File: src/rtl/eth_halfwidth_tx.sv
// 128->64 transmit width converter: one 1-word holding register split into hi/lo beats; latency 1 cycle.
// Output holds stable under out_ready stall; in_ready depends on out_ready. Optional HALFWIDTH_PROTO_CHECK_EN builds the sop/eop checker.
module eth_halfwidth_tx #(
  parameter int IN_W  = 128,
  parameter int OUT_W = 64,
  parameter int CH_W  = 2
) (
  input  logic              clock,
  input  logic              reset,
  input  logic [IN_W-1:0]   in_data,
  input  logic              in_valid,
  output logic              in_ready,
  input  logic              in_sop,
  input  logic              in_eop,
  input  logic [3:0]        in_empty,
  input  logic [CH_W-1:0]   in_channel,
  output logic [OUT_W-1:0]  out_data,
  output logic              out_valid,
  input  logic              out_ready,
  output logic              out_sop,
  output logic              out_eop,
  output logic [2:0]        out_empty,
  output logic [CH_W-1:0]   out_channel,
  output logic              err
);

  typedef enum logic [1:0] {IDLE, HI, LO} state_t;

  state_t            state, state_nxt;
  logic [IN_W-1:0]   hold_data;
  logic              hold_sop;
  logic              hold_eop;
  logic [3:0]        hold_empty;
  logic [CH_W-1:0]   hold_channel;

  logic short_word;
  logic last_half;
  logic in_xfer;

  // A short eop word has no valid bytes in its lower half, so it ends after the hi beat.
  assign short_word = hold_eop & (hold_empty >= 4'd8);
  assign last_half  = (state == LO) | ((state == HI) & short_word);
  assign in_ready   = !reset & ((state == IDLE) | (out_ready & out_valid & last_half));
  assign in_xfer    = in_valid & in_ready;

  assign out_channel = hold_channel;

  always_comb begin
    state_nxt = state;
    out_valid = 1'b0;
    out_data  = hold_data[IN_W-1:OUT_W];
    out_sop   = 1'b0;
    out_eop   = 1'b0;
    out_empty = 3'd0;
    case (state)
      IDLE: begin
        if (in_xfer) state_nxt = HI;
      end
      HI: begin
        out_valid = 1'b1;
        out_sop   = hold_sop;
        out_eop   = short_word;
        // empty is 8..15 here, so empty-8 is just its low three bits
        out_empty = short_word ? hold_empty[2:0] : 3'd0;
        if (out_ready) begin
          if (!short_word)  state_nxt = LO;
          else if (in_xfer) state_nxt = HI;
          else              state_nxt = IDLE;
        end
      end
      LO: begin
        out_valid = 1'b1;
        out_data  = hold_data[OUT_W-1:0];
        out_eop   = hold_eop;
        out_empty = hold_eop ? hold_empty[2:0] : 3'd0;
        if (out_ready) state_nxt = in_xfer ? HI : IDLE;
      end
      default: state_nxt = IDLE;
    endcase
  end

  always_ff @(posedge clock) begin
    if (reset) begin
      state        <= IDLE;
      hold_data    <= '0;
      hold_sop     <= 1'b0;
      hold_eop     <= 1'b0;
      hold_empty   <= 4'd0;
      hold_channel <= '0;
    end else begin
      state <= state_nxt;
      if (in_xfer) begin
        hold_data    <= in_data;
        hold_sop     <= in_sop;
        hold_eop     <= in_eop;
        hold_empty   <= in_eop ? in_empty : 4'd0;
        hold_channel <= in_channel;
      end
    end
  end

`ifdef HALFWIDTH_PROTO_CHECK_EN
  logic in_packet;
  logic err_q;

  // Both violations reduce to in_sop matching the current in_packet state.
  always_ff @(posedge clock) begin
    if (reset) begin
      in_packet <= 1'b0;
      err_q     <= 1'b0;
    end else if (in_xfer) begin
      if (in_sop == in_packet) err_q <= 1'b1;
      if (in_eop)              in_packet <= 1'b0;
      else if (in_sop)         in_packet <= 1'b1;
    end
  end

  assign err = err_q;
`else
  assign err = 1'b0;
`endif

endmodule
File: config.mk
export PLATFORM = sky130hd
export DESIGN_NAME = eth_halfwidth_tx
export DESIGN_NICKNAME = d
export VERILOG_FILES = /design/src/rtl/eth_halfwidth_tx.sv
export SDC_FILE = /design/constraint.sdc
export NUM_CORES = 1
export LEC_CHECK = 0
export BUFFER_PORTS_ARGS = -buffer_cell sky130_fd_sc_hd__buf_2
export CORE_MARGIN = 3
export CORE_UTILIZATION = 49
export DETAILED_ROUTE_END_ITERATION = 12
export PLACE_DENSITY = 0.78
export SYNTH_ARGS = -nofsm -noshare
export SYNTH_HDL_FRONTEND = slang
export SYNTH_SLANG_ARGS = --single-unit
File: constraint.sdc
create_clock -name clock -period 2.06 [get_ports clock]
set_input_delay 0.309 -clock clock [delete_from_list [all_inputs] [get_ports clock]]
set_output_delay 0.309 -clock clock [all_outputs]
set_load 0.02 [all_outputs]
==> After elaboration in Yosys (flattened, before gate mapping) <==
Index checks and enable logic that the tools add are counted.
{ "totals": {"elab_cells": 38, "latchBits": 0, "output_inout_bits": 74, "reg_bits": 138, "mem_bits_ro": 0, "n_memories": 0, "in_bits": 140, "ram_bits": 0} }
{ "classes": {"multipliers": 0, "n_eq_ne": 5, "muxes": 14, "n_lt_le_gt_ge": 1, "shift": 0, "n_reduce_logical": 4, "bitwise_logic": 8, "n_addsub": 0, "n_div": 0} }
{ "ops": {"columns": ["cell", "n"], "rows": [
  ["2-to-1 mux 64 bit", 1],
  ["2-to-1 mux 2 bit", 4],
  ["AND 1 bit", 6],
  ["2-to-1 mux 3 bit", 2],
  ["inequality test 2 bit (second input constant)", 3],
  ["one-hot mux 2 bit (3 select lines)", 1],
  ["one-hot mux 3 bit (2 select lines)", 1],
  [">= comparator 4 bit (second input constant)", 1],
  ["2-to-1 mux 4 bit", 1],
  ["2-to-1 mux 1 bit", 3],
  ["AND reduction 3 bit", 1],
  ["equality test 2 x 1 -> 1 bit (second input constant)", 1],
  ["equality test 2 bit (second input constant)", 1],
  ["zero test 2 bit", 1],
  ["bitwise OR 1 bit", 2],
  ["one-hot mux 1 bit (2 select lines)", 1],
  ["OR reduction 2 bit", 1],
  ["zero test 1 bit", 1]
]} }

==> Logic depth before layout (Yosys ltp) <==
Gate-level depths: netlist of the first run.
{ "depth": {"word_depth": 12, "depth_mapped": 9, "ltp_nobuf": 6} }

==> Worst setup path after synthesis of the first run <==
OpenSTA, ideal clock, no wires.
{ "synth_path": {"kind": "register to register", "from": "register state[0]", "to": "register hold_data[117]", "slack_ns": 0.060, "stages_incl_launch_ff": 10, "required_ns": 1.986, "t_arrival_ns": 1.925, "cell_sequence": "dfxtp_1 > inv_1 > ha_1 > a21oi_1 > a211oi_4 > buf_6 > buf_6 > buf_6 > nand2_1 > o21ai_0"} }
{ "synth_between": {"elab_chain_cells": 8} }
{ "synth_rtl": {"columns": ["item", "line_no", "rtl"], "rows": [
  ["start: declaration", "29", "state_t state, state_nxt;"],
  ["start signal: assignment", "91", "state <= state_nxt;"],
  ["equality test 2 bit / equality test 2 x 1 -> 1 bit (equally long branches)", "55", "case (state)"],
  ["OR reduction 2 bit (no line) (*)", null, null],
  ["2-to-1 mux 1 bit (*)", "55", null],
  ["named net out_valid", "18", "output logic out_valid,"],
  ["AND 1 bit (*) (2 in a row)", "43", "assign in_ready = !reset & ((state == IDLE) | (out_ready & out_valid & last_half));"],
  ["bitwise OR 1 bit (*)", "43", null],
  ["AND 1 bit (*)", "43", null],
  ["AND 1 bit (*)", "44", "assign in_xfer = in_valid & in_ready;"],
  ["end signal: assignment", "93", "hold_data <= in_data;"],
  ["end: declaration", "30", "logic [IN_W-1:0] hold_data;"]
]} }
Mark *: on every way through the listed nets, which the timed path passes. The rest lies on a longest branch.
A chain may end at the register's enable or synchronous reset.

==> Worst setup path in the final report of the first run <==
{ "layout_path": {"from": "register state[0]", "to": "output port out_data[20]"} }
{ "layout_between": {"elab_chain_cells": 2} }
{ "layout_rtl": {"columns": ["item", "line_no", "rtl"], "rows": [
  ["equality test 2 bit", "55", null],
  ["2-to-1 mux 64 bit", "55", null],
  ["end: declaration", "17", "output logic [OUT_W-1:0] out_data,"]
]} }
No other way between the ends.

==> flow_summary_export.csv, run 1 <==
group,metric,value,unit
worst_setup_path,critPathMaxFanout,7,
logic_synthesis,synth_top_area_frac,0.478,
logic_synthesis,synth.most_common_cell,"nand2_1",
power_and_ir_drop,power_frac_comb,0.363,
route,drc_errors,0,
global_routing,grt_pass1_vias,5006,
place,io_buffer_count,212,
sta,tightest_slew,0.634,ns
power_and_ir_drop,internal_power,7170,uW
power_and_ir_drop,leakage,0.00363,uW
place,pre_cts_slack,0.121,ns
floorplan,dieArea,13100,um^2
logic_synthesis,synth_flop_cell,"dfxtp_1",
layout,syn2layout_area_growth,46.7,%
worst_setup_path,end_kind,"output port",
layout,antenna_cells,0,
global_routing,antenna_found_initial,0,
power_and_ir_drop,p_per_area,1240,nW/um^2
layout,num-nets-final,1051,
logic_synthesis,syn_area_per_cell,8.28,um^2
route,via_count,5346,
global_routing,overflow,0,
floorplan,start_util,0.504,
power_and_ir_drop,p_total,10500,uW
logic_synthesis,ys_warn_count,0,
logic_synthesis,synth_top_cell_by_area,"dfxtp_1",
cts,root_buffer,"clkbuf_16",
sta,hold_violations,0,
power_and_ir_drop,peakVddDrop,1050,uV
worst_setup_path,path_class,"reg2out",
cts,clk_latency,0.42,ns
layout,stdcell_area,8470,um^2
cts,htree_levels,4,
logic_synthesis,synth_edf_count,0,
sta,finalCriticalPeriod,2.10,ns
logic_synthesis,synth_cell_type_count,28,
power_and_ir_drop,seqPwrFrac,0.347,
global_routing,grt_max_degree,88,
floorplan,ios,214,
sta,period_share,1.02,
global_routing,grt_pass1_wl,23.1,mm
logic_synthesis,synthCells,697,
route,drt_wl_total,16.5,mm
cts,max-clock-path-buffers,2,
route,firstDrtPassIters,4,
worst_setup_path,startpoint,"state[0]",
logic_synthesis,syn_area,5770,um^2
route,viasPerCell,5.03,
floorplan,die_x,115,um
worst_setup_path,crit_path_start_kind,"flip-flop",
route,drt_iter0_drc,372,
place,placed_area,6970,um^2
cts,cts_tree,"done",
min_path,worstHoldStart,"in_data[30]",
worst_setup_path,required,1.75,ns
sta,finalSetupViolations,39,
logic_synthesis,synth_fp_nets,842,
layout,drive_gt1_frac,0.381,
power_and_ir_drop,swShare,0.316,
cts,clock-sinks,138,
power_and_ir_drop,p_sw,3310,uW
power_and_ir_drop,clkPwrFrac,0.290,
global_routing,grtUsageTotal,0.222,
floorplan,core_area,11500,um^2
logic_synthesis,yosys_register_bits,138,
logic_synthesis,async_reset_ff_frac,0,
sta,clock_skew,0.00745,ns
cts,numCtsBuffers,17,
sta,timing.fmax,477,MHz
sta,rsz0062_at_grt,"true",
run_status,violations,"negative setup slack",
logic_synthesis,ys_seq_area_frac,0.478,
route,wl_per_cell,15.5,um
flow_run,cap_violations,0,
floorplan,die_y,115,um
worst_setup_path,timing.rr.start,"state[1]",
logic_synthesis,synth_common_cells,"263 x nand2_1, 138 x dfxtp_1, 79 x o21ai_0",
logic_synthesis,yosys-top-cells-area,"dfxtp_1 48%, nand2_1 17%, mux2_2 12%, o21ai_0 6.8%, o21ai_1 4.5%",
min_path,hp-class,"in2reg",
run_status,status,"complete, but fails checks",
route,antenna_left,0,
cts,clk_pin_slew,0.06,ns
sta,timing.final.max_slew_violations,0,
place,place.gp.congestion,0.746,
sta,timing.final.ws_setup,-0.0381,ns
worst_setup_path,crit_arrival,1.79,ns
floorplan,rows,39,
sta,maxSlewHeadroom,0.577,
place,dp_hpwl,9.77,mm
cell usage in the layout (no fill, tap or decap), types with 2 or more instances in the layout:
cell,Yosys,routed
and2_4,0,3
clkbuf_1,30,5
o21ai_1,52,52
nand2b_1,5,5
mux2_4,0,52
nand2_1,263,262
mux2_2,64,12
a21oi_1,9,8
nor2_1,8,7
ha_4,0,3
ha_1,5,2
buf_12,0,13
buf_2,2,151
dfxtp_1,138,136
inv_4,0,2
o21ai_0,79,79
clkbuf_8,0,5
buf_6,13,62
buf_8,0,2
buf_4,4,7
bufinv_16,0,2
mux2i_1,2,2
clkbuf_16,0,23
clkinv_4,0,2
nand3_1,4,4
layer usage:
| metal | vias to the layer above | share of wire | GRT usage |
|---|---|---|---|
| li1 | 2709 | - | - |
| met1 | 2423 | 0.40 | 0.260 |
| met2 | 189 | 0.49 | 0.363 |
| met3 | 25 | 0.090 | 0.0925 |
| met4 | 0 | 0.019 | 0.0800 |
| met5 | - | 0 | 0 |
critical path, stage by stage (launching register included):
cell and delay (ns):
dfxtp_2 0.36, inv_4 0.06, ha_4 0.17, buf_12 0.15
clkbuf_16 0.18, mux2_4 0.32, buf_6 0.13
sequential cells by signal, summed over array words and instances (netlist names):
register     count
state            2
hold_empty       4
out_channel      2
hold_data      128
hold_sop         1
hold_eop         1
metrics by stage:
step	setup TNS, ns	instances	hold slack, ns	utilization
2_1_floorplan	0	697	0.418	-
3_3_place_gp	0	1017	0.435	0.608
3_5_place_dp	0	1017	0.439	0.608
4_1_cts	-1.45	1051	0.0668	0.670
5_1_grt	-4.12	1062	0.0736	0.738
6_report	-0.723	1062	0.0811	0.738
power groups by stage:
stage | clock (uW) | sequential, uW | combinational [uW]
finish | 3040 | 3630 | 3810
global route | 3220 | 3700 | 4110
CTS | 3090 | 3600 | 2940
detailed placement | 0 | 3640 | 2810
global placement | 0 | 3610 | 2760
floorplan | 0 | 3560 | 2010
repair_timing:
| action | in CTS | in global routing |
|---|---|---|
| endpoints found under the setup margin | 67 | 93 |
| buffers inserted | 2 | 2 |
| pin swaps | 3 | 5 |
| hold endpoints to repair | 0 | 0 |
| cloned | 1 | 9 |
| gates resized for setup | 28 | 171 |
| hold buffers | 0 | 0 |
path summary, 6_finish.rpt:
path	end	slack, ns	cells after the start
worst min register to register	hold_data[43]	0.45	2
worst max register to register	hold_data[59]	0.15	7
worst min-delay path	hold_data[30]	0.08	3
worst max-delay path	out_data[20]	-0.04	6
cell type report:
type,count,area [um^2]
clock buffers,27,513
clock inverters,5,82.6
fillers,866,3000
inverters,3,16.3
multi-input cells,504,2940
flip-flops and latches,138,2770
well taps,143,179
repair buffers,242,1970
cells by family after synthesis:
group	Yosys count	synth area share
AO/OA/AOI/OAI	146	0.132
other	1	0.000649
multiplexers	66	0.128
adder cells (fa/ha/maj)	5	0.0108
buffers and inverters	55	0.0563
flip-flops	138	0.478
AND/OR/NAND/NOR	286	0.193
No activity file was read; power rests on OpenSTA's default activity.
==> inputs of run 2 (changes only) <==
--- a/config.mk
+++ b/config.mk
@@ -5,6 +5,7 @@
 export SDC_FILE = /design/constraint.sdc
 export NUM_CORES = 1
 export LEC_CHECK = 0
+export ABC_CLOCK_PERIOD_IN_PS = 2060
 export BUFFER_PORTS_ARGS = -buffer_cell sky130_fd_sc_hd__buf_2
 export CORE_MARGIN = 3
 export CORE_UTILIZATION = 49
==> constraint.sdc (replaced) <==
create_clock -name clock -period 2.06 [get_ports clock]
set_input_delay 0.206 -clock clock [delete_from_list [all_inputs] [get_ports clock]]
set_output_delay 0.206 -clock clock [all_outputs]
set_load 0.02 [all_outputs]
==> run 2 against run 1 <==
Effect of this change: the run now ends clean; design area up 3.4%; die area stayed put; via count up 8.8%; fmax grew 4.9%; critical path type unchanged; global-route usage rose by 3.8 points; utilization is 2.5 points higher; first-iteration DRC count up 41%; critical path depth is 1 lower; non-clock buffer count up 98; clock power rose by 6%; worst hold slack got worse by 0.074 ns; register-to-register slack lost 0.02 ns.
==> flow_summary_export.csv, run 2 (synthesized netlist as in run 1, its figures left out) <==
group,metric,value,unit
run_status,status,"finished, final reports clean",
cts,post-cts-setup-buffers,0,
route,wl_per_cell,15.1,um
route,drt_wl_total,17.5,mm
layout,largest_reg_flops,128,
global_routing,grtUsageTotal,0.260,
power_and_ir_drop,swShare,0.318,
global_routing,overflow,0,
layout,multiInputGateArea,2710,um^2
worst_setup_path,cp_slowest_cell,"mux2_2",
sta,finalCriticalPeriod,2.00,ns
route,viasPerCell,5.01,
worst_setup_path,end_kind,"output port",
power_and_ir_drop,leakage,0.00386,uW
worst_setup_path,r2r_end,"hold_data[125]",
worst_setup_path,critPathMaxFanout,24,
min_path,hold_depth,3,
route,firstDrtPassIters,7,
flow_run,cap_violations,0,
route,drt_iter0_drc,524,
sta,hold_violations,0,
worst_setup_path,timing.rr.start,"state[1]",
sta,finalSetupViolations,0,
floorplan,core_area,11500,um^2
min_path,worstHoldStart,"in_data[22]",
worst_setup_path,slowest_delay,0.37,ns
cts,root_buffer,"clkbuf_16",
cts,max-clock-path-buffers,2,
place,place.gp.congestion,0.759,
power_and_ir_drop,internal_power,6760,uW
worst_setup_path,path_class,"reg2out",
layout,mostFrequentLayoutCells,"262 x nand2_1, 209 x buf_2, 136 x dfxtp_1",
power_and_ir_drop,power_frac_comb,0.309,
layout,num-nets-final,1149,
layout,drive_gt1_frac,0.329,
global_routing,grt_pass1_wl,26.9,mm
floorplan,rows,39,
cts,clk_pin_slew,0.05,ns
cts,numCtsBuffers,17,
worst_setup_path,crit_path_start_kind,"flip-flop",
sta,worst_hold_slack,0.00699,ns
layout,final_cells,1160,
power_and_ir_drop,peakVddDrop,1060,uV
floorplan,start_util,0.504,
cts,clk_latency,0.41,ns
sta,timing.fmax,500,MHz
layout,syn2layout_area_growth,51.6,%
floorplan,ios,214,
place,io_buffer_count,212,
global_routing,grt_pass1_vias,5695,
layout,regMostFlops,"hold_data",
layout,antenna_cells,0,
layout,regArea,2770,um^2
layout,final_common_cell,"nand2_1",
power_and_ir_drop,p_per_area,1130,nW/um^2
place,dp_hpwl,9.84,mm
sta,timing.final.max_slew_violations,0,
power_and_ir_drop,p_sw,3160,uW
layout,nFillCells,746,
min_path,holdPathEnd,"hold_data[22]",
floorplan,die_x,115,um
power_and_ir_drop,seqPwrFrac,0.365,
layout,fin_util,0.764,
cts,htree_levels,4,
place,placed_area,6910,um^2
sta,clock_skew,0.0103,ns
worst_setup_path,path_cells,"inv_2 -> ha_4 -> buf_12 -> mux2_2 -> buf_2",
place,placed_cells,1016,
global_routing,grt_max_degree,77,
worst_setup_path,reg2reg_slack,0.13,ns
floorplan,die_y,115,um
worst_setup_path,required,1.85,ns
cts,clock-sinks,138,
route,drc_errors,0,
power_and_ir_drop,p_total,9920,uW
route,antenna_left,0,
sta,period_share,0.971,
min_path,hp-class,"in2reg",
layout,stdcell_area,8760,um^2
route,via_count,5815,
global_routing,antenna_found_initial,1,
floorplan,dieArea,13100,um^2
worst_setup_path,reg2regPathDepth,7,
power_and_ir_drop,clkPwrFrac,0.326,
cts,cts_tree,"done",
layout,largestRegisters,"hold_data: 128 flops, hold_empty: 4 flops",
worst_setup_path,crit_arrival,1.79,ns
## run 2: cell types whose count changed in the layout (fill, tap and decap cells not counted), sizes merged
cell | before | now
clkinv | 3 | 2
bufinv | 2 | 3
buf | 236 | 229
clkbuf | 33 | 28
dlygate4sd3 | 0 | 110
## run 2: metrics by stage
stage / TNS [ns] / setup slack, ns
CTS: 0 / 0.0000300
global route: -0.0177 / -0.0177
global placement: 0 / 0.189
floorplan: 0 / 0.0602
detailed placement: 0 / 0.133
finish: 0 / 0.0602
## run 2: how the worst max path moves through the flow
stage,to,cells past startpoint,from
floorplan,hold_data[117],9,state[0]
global placement,hold_data[70],7,state[1]
detailed placement,hold_data[12],7,state[1]
CTS,out_empty[0],7,state[1]
global route,in_ready,7,state[1]
finish,out_data[20],5,state[0]
## run 2: area by class of cell
cell class / count / area share
timing repair buffer: 340 / 0.279
clock inverter: 5 / 0.0119
tap: 143 / 0.0204
multi-input combinational: 504 / 0.310
sequential: 138 / 0.316
inverter: 3 / 0.00157
clock buffer: 27 / 0.0609
## run 2: what timing repair did
| item | in CTS | in global routing |
|---|---|---|
| pin swaps | 0 | 2 |
| endpoints found under the hold margin | 110 | 0 |
| cloned | 1 | 1 |
| resized for setup | 7 | 12 |
| hold buffers | 110 | 0 |
| setup endpoints to repair | 47 | 18 |
## run 2: critical path, delay by kind of cell, from the launching register on
family,cells,cell delay [ns]
buffers and inverters,3,0.46
multiplexers,1,0.37
flip-flops,1,0.34
adder cells (fa/ha/maj),1,0.21
## run 2: metal layers
layer	vias to the layer above	track usage	wire (um)	part of all wire
li1	2907	-	-	-
met1	2626	0.292	6900	0.39
met2	239	0.445	8640	0.49
met3	41	0.0920	1470	0.084
met4	2	0.109	464	0.027
met5	-	0	7	0.00040
## run 2: power by group through the flow
stage          registers [uW]  logic [uW]  clock network, uW
5_1_grt                  3680        3330               3410
3_5_place_dp             3640        2750                  0
2_1_floorplan            3560        2010                  0
3_3_place_gp             3620        2690                  0
6_report                 3620        3070               3230
4_1_cts                  3600        2970               3270
==> inputs of run 3 (changes only) <==
==> config.mk (replaced) <==
export PLATFORM = sky130hd
export DESIGN_NAME = eth_halfwidth_tx
export DESIGN_NICKNAME = d
export VERILOG_FILES = /design/src/rtl/eth_halfwidth_tx.sv
export SDC_FILE = /design/constraint.sdc
export NUM_CORES = 1
export LEC_CHECK = 0
export ABC_CLOCK_PERIOD_IN_PS = 2300
export BUFFER_PORTS_ARGS = -buffer_cell sky130_fd_sc_hd__buf_2
export CORE_MARGIN = 3
export CORE_UTILIZATION = 51
export DETAILED_ROUTE_END_ITERATION = 12
export PLACE_DENSITY = 0.81
export SYNTH_ARGS = -nofsm -noshare
export SYNTH_HDL_FRONTEND = slang
export SYNTH_SLANG_ARGS = --single-unit
==> constraint.sdc (replaced) <==
create_clock -name clock -period 2.3 [get_ports clock]
set_input_delay 0.23 -clock clock [delete_from_list [all_inputs] [get_ports clock]]
set_output_delay 0.23 -clock clock [all_outputs]
set_load 0.02 [all_outputs]
==> run 3 against run 2 <==
Effect of this change: final cell count shrank 10%; design area shrank 15%; register-to-register slack gained 0.15 ns; sequential cell count is the same; count of clock-buffer cells in the layout shrank 8; non-clock buffer count shrank 115; sequential power shrank 11%; utilization shrank 7.9 points; sequential share of layout area grew 5.3 points; worst hold slack gained 0.012 ns; combinational power shrank 22%; worst setup slack gained 0.13 ns; critical path type unchanged; highest routed layer unchanged.
==> flow_summary_export.csv, run 3 (synthesized netlist as in run 1, its figures left out) <==
group,metric,value,unit
run_status,status,"finished, final reports clean",
route,firstDrtPassIters,4,
worst_setup_path,slowest_delay,0.37,ns
sta,clock_skew,0.00694,ns
global_routing,antenna_found_initial,3,
route,drt_iter0_drc,440,
power_and_ir_drop,leakage,0.00331,uW
flow_run,cap_violations,0,
floorplan,ios,214,
layout,largest_reg_flops,128,
floorplan,start_util,0.528,
floorplan,die_x,112,um
sta,rsz0062_at_grt,"false",
cts,clock-sinks,138,
sta,tightest_slew,0.547,ns
route,wl_per_cell,13.4,um
min_path,worstHoldStart,"in_channel[0]",
cts,numCtsBuffers,17,
floorplan,dieArea,12600,um^2
worst_setup_path,startpoint,"state[0]",
floorplan,core_area,10900,um^2
layout,largestRegisters,"hold_data: 128 flops, hold_empty: 4 flops",
sta,timing.final.max_slew_violations,0,
sta,period_share,0.917,
cts,max-clock-path-buffers,2,
power_and_ir_drop,p_per_area,1130,nW/um^2
route,via_count,5130,
sta,tns,0,ns
layout,syn2layout_area_growth,29.6,%
worst_setup_path,timing.rr.start,"state[1]",
route,viasPerCell,4.93,
route,antenna_left,0,
cts,htree_levels,4,
cts,clk_latency,0.40,ns
worst_setup_path,critPathMaxFanout,34,
global_routing,grtUsageTotal,0.224,
sta,finalSetupViolations,0,
sta,timing.fmax,474,MHz
cts,cts_resized,0,
floorplan,rows,38,
sta,worst_hold_slack,0.0192,ns
route,drc_errors,0,
cts,post-cts-setup-buffers,0,
worst_setup_path,end_kind,"output port",
layout,mostFrequentLayoutCells,"263 x nand2_1, 212 x buf_2, 138 x dfxtp_1",
sta,finalCriticalPeriod,2.11,ns
worst_setup_path,required,2.07,ns
global_routing,grt_pass1_vias,5031,
cts,clk_pin_slew,0.06,ns
place,io_buffer_count,212,
worst_setup_path,cpLargestDelayFamily,"buffers and inverters",
floorplan,die_y,112,um
worst_setup_path,path_class,"reg2out",
sta,hold_violations,0,
layout,final_common_cell,"nand2_1",
global_routing,overflow,0,
worst_setup_path,critPathBufInv,3,
worst_setup_path,path_cells,"inv_1 -> ha_2 -> buf_12 -> mux2_2 -> buf_2",
layout,drive_gt1_frac,0.358,
sta,maxSlewHeadroom,0.636,
min_path,hp-class,"in2reg",
layout,regMostFlops,"hold_data",
place,dp_hpwl,9.79,mm
cts,root_buffer,"clkbuf_16",
worst_setup_path,crit_path_start_kind,"flip-flop",
global_routing,grt_pass1_wl,23.1,mm
worst_setup_path,crit_arrival,1.88,ns
place,place.gp.congestion,0.808,
global_routing,grt_max_degree,125,
layout,num-nets-final,1034,
route,drt_wl_total,13.9,mm
power_and_ir_drop,peakVddDrop,924,uV
cts,cts_tree,"done",
worst_setup_path,cp_slowest_cell,"mux2_2",
run 3: worst min-delay path: stages:
cell and delay (ns):
buf_2 0.08, nand2_1 0.03, o21ai_0 0.05
run 3: cell type report:
type | instances | area [um^2]
fill | 909 | 3450
sequential | 138 | 2760
multi-input combinational | 504 | 2690
timing repair buffer | 225 | 1220
clock buffer | 19 | 443
tap | 140 | 175
clock inverter | 11 | 173
inverter | 3 | 13.8
antenna | 1 | 2.50
run 3: metal layers:
layer	GRT usage	part of all wire	vias to the layer above
met5	0	0.0017	-
met4	0.0825	0.013	4
met3	0.0798	0.081	17
met2	0.365	0.48	156
met1	0.273	0.43	2280
li1	-	-	2673
run 3: power by group:
part	total, uW	leakage [uW]	internal [uW]	switching, uW
sequential	3210	0.00113	2950	265
combinational	2400	0.00190	976	1420
clock	2820	0.000287	1830	988
total	8430	0.00331	5760	2680
run 3: final timing paths:
kind	to	slack (ns)	cells after the start
worst max-delay path	out_data[18]	0.19	5
worst max register to register	hold_data[27]	0.28	6
worst min-delay path	out_channel[0]	0.02	3
worst min register to register	hold_data[84]	0.45	2
run 3: timing repair:
item	4_1_cts	5_1_grt
endpoints found under the setup margin	0	0
hold buffers	1	0
endpoints found under the hold margin	1	0
run 3: through the flow:
stage / setup slack, ns / power (uW) / std cells / area, um^2 / utilization
finish: 0.191 / 8430 / 1041 / 7480 / 0.684
global route: 0.0469 / 8950 / 1041 / 7480 / 0.684
detailed placement: 0.263 / 5670 / 1009 / 6850 / 0.627
global placement: 0.353 / 5600 / 1009 / 6850 / 0.627
CTS: 0.162 / 8500 / 1040 / 7480 / 0.684
floorplan: 0.300 / 4990 / 697 / 5770 / -
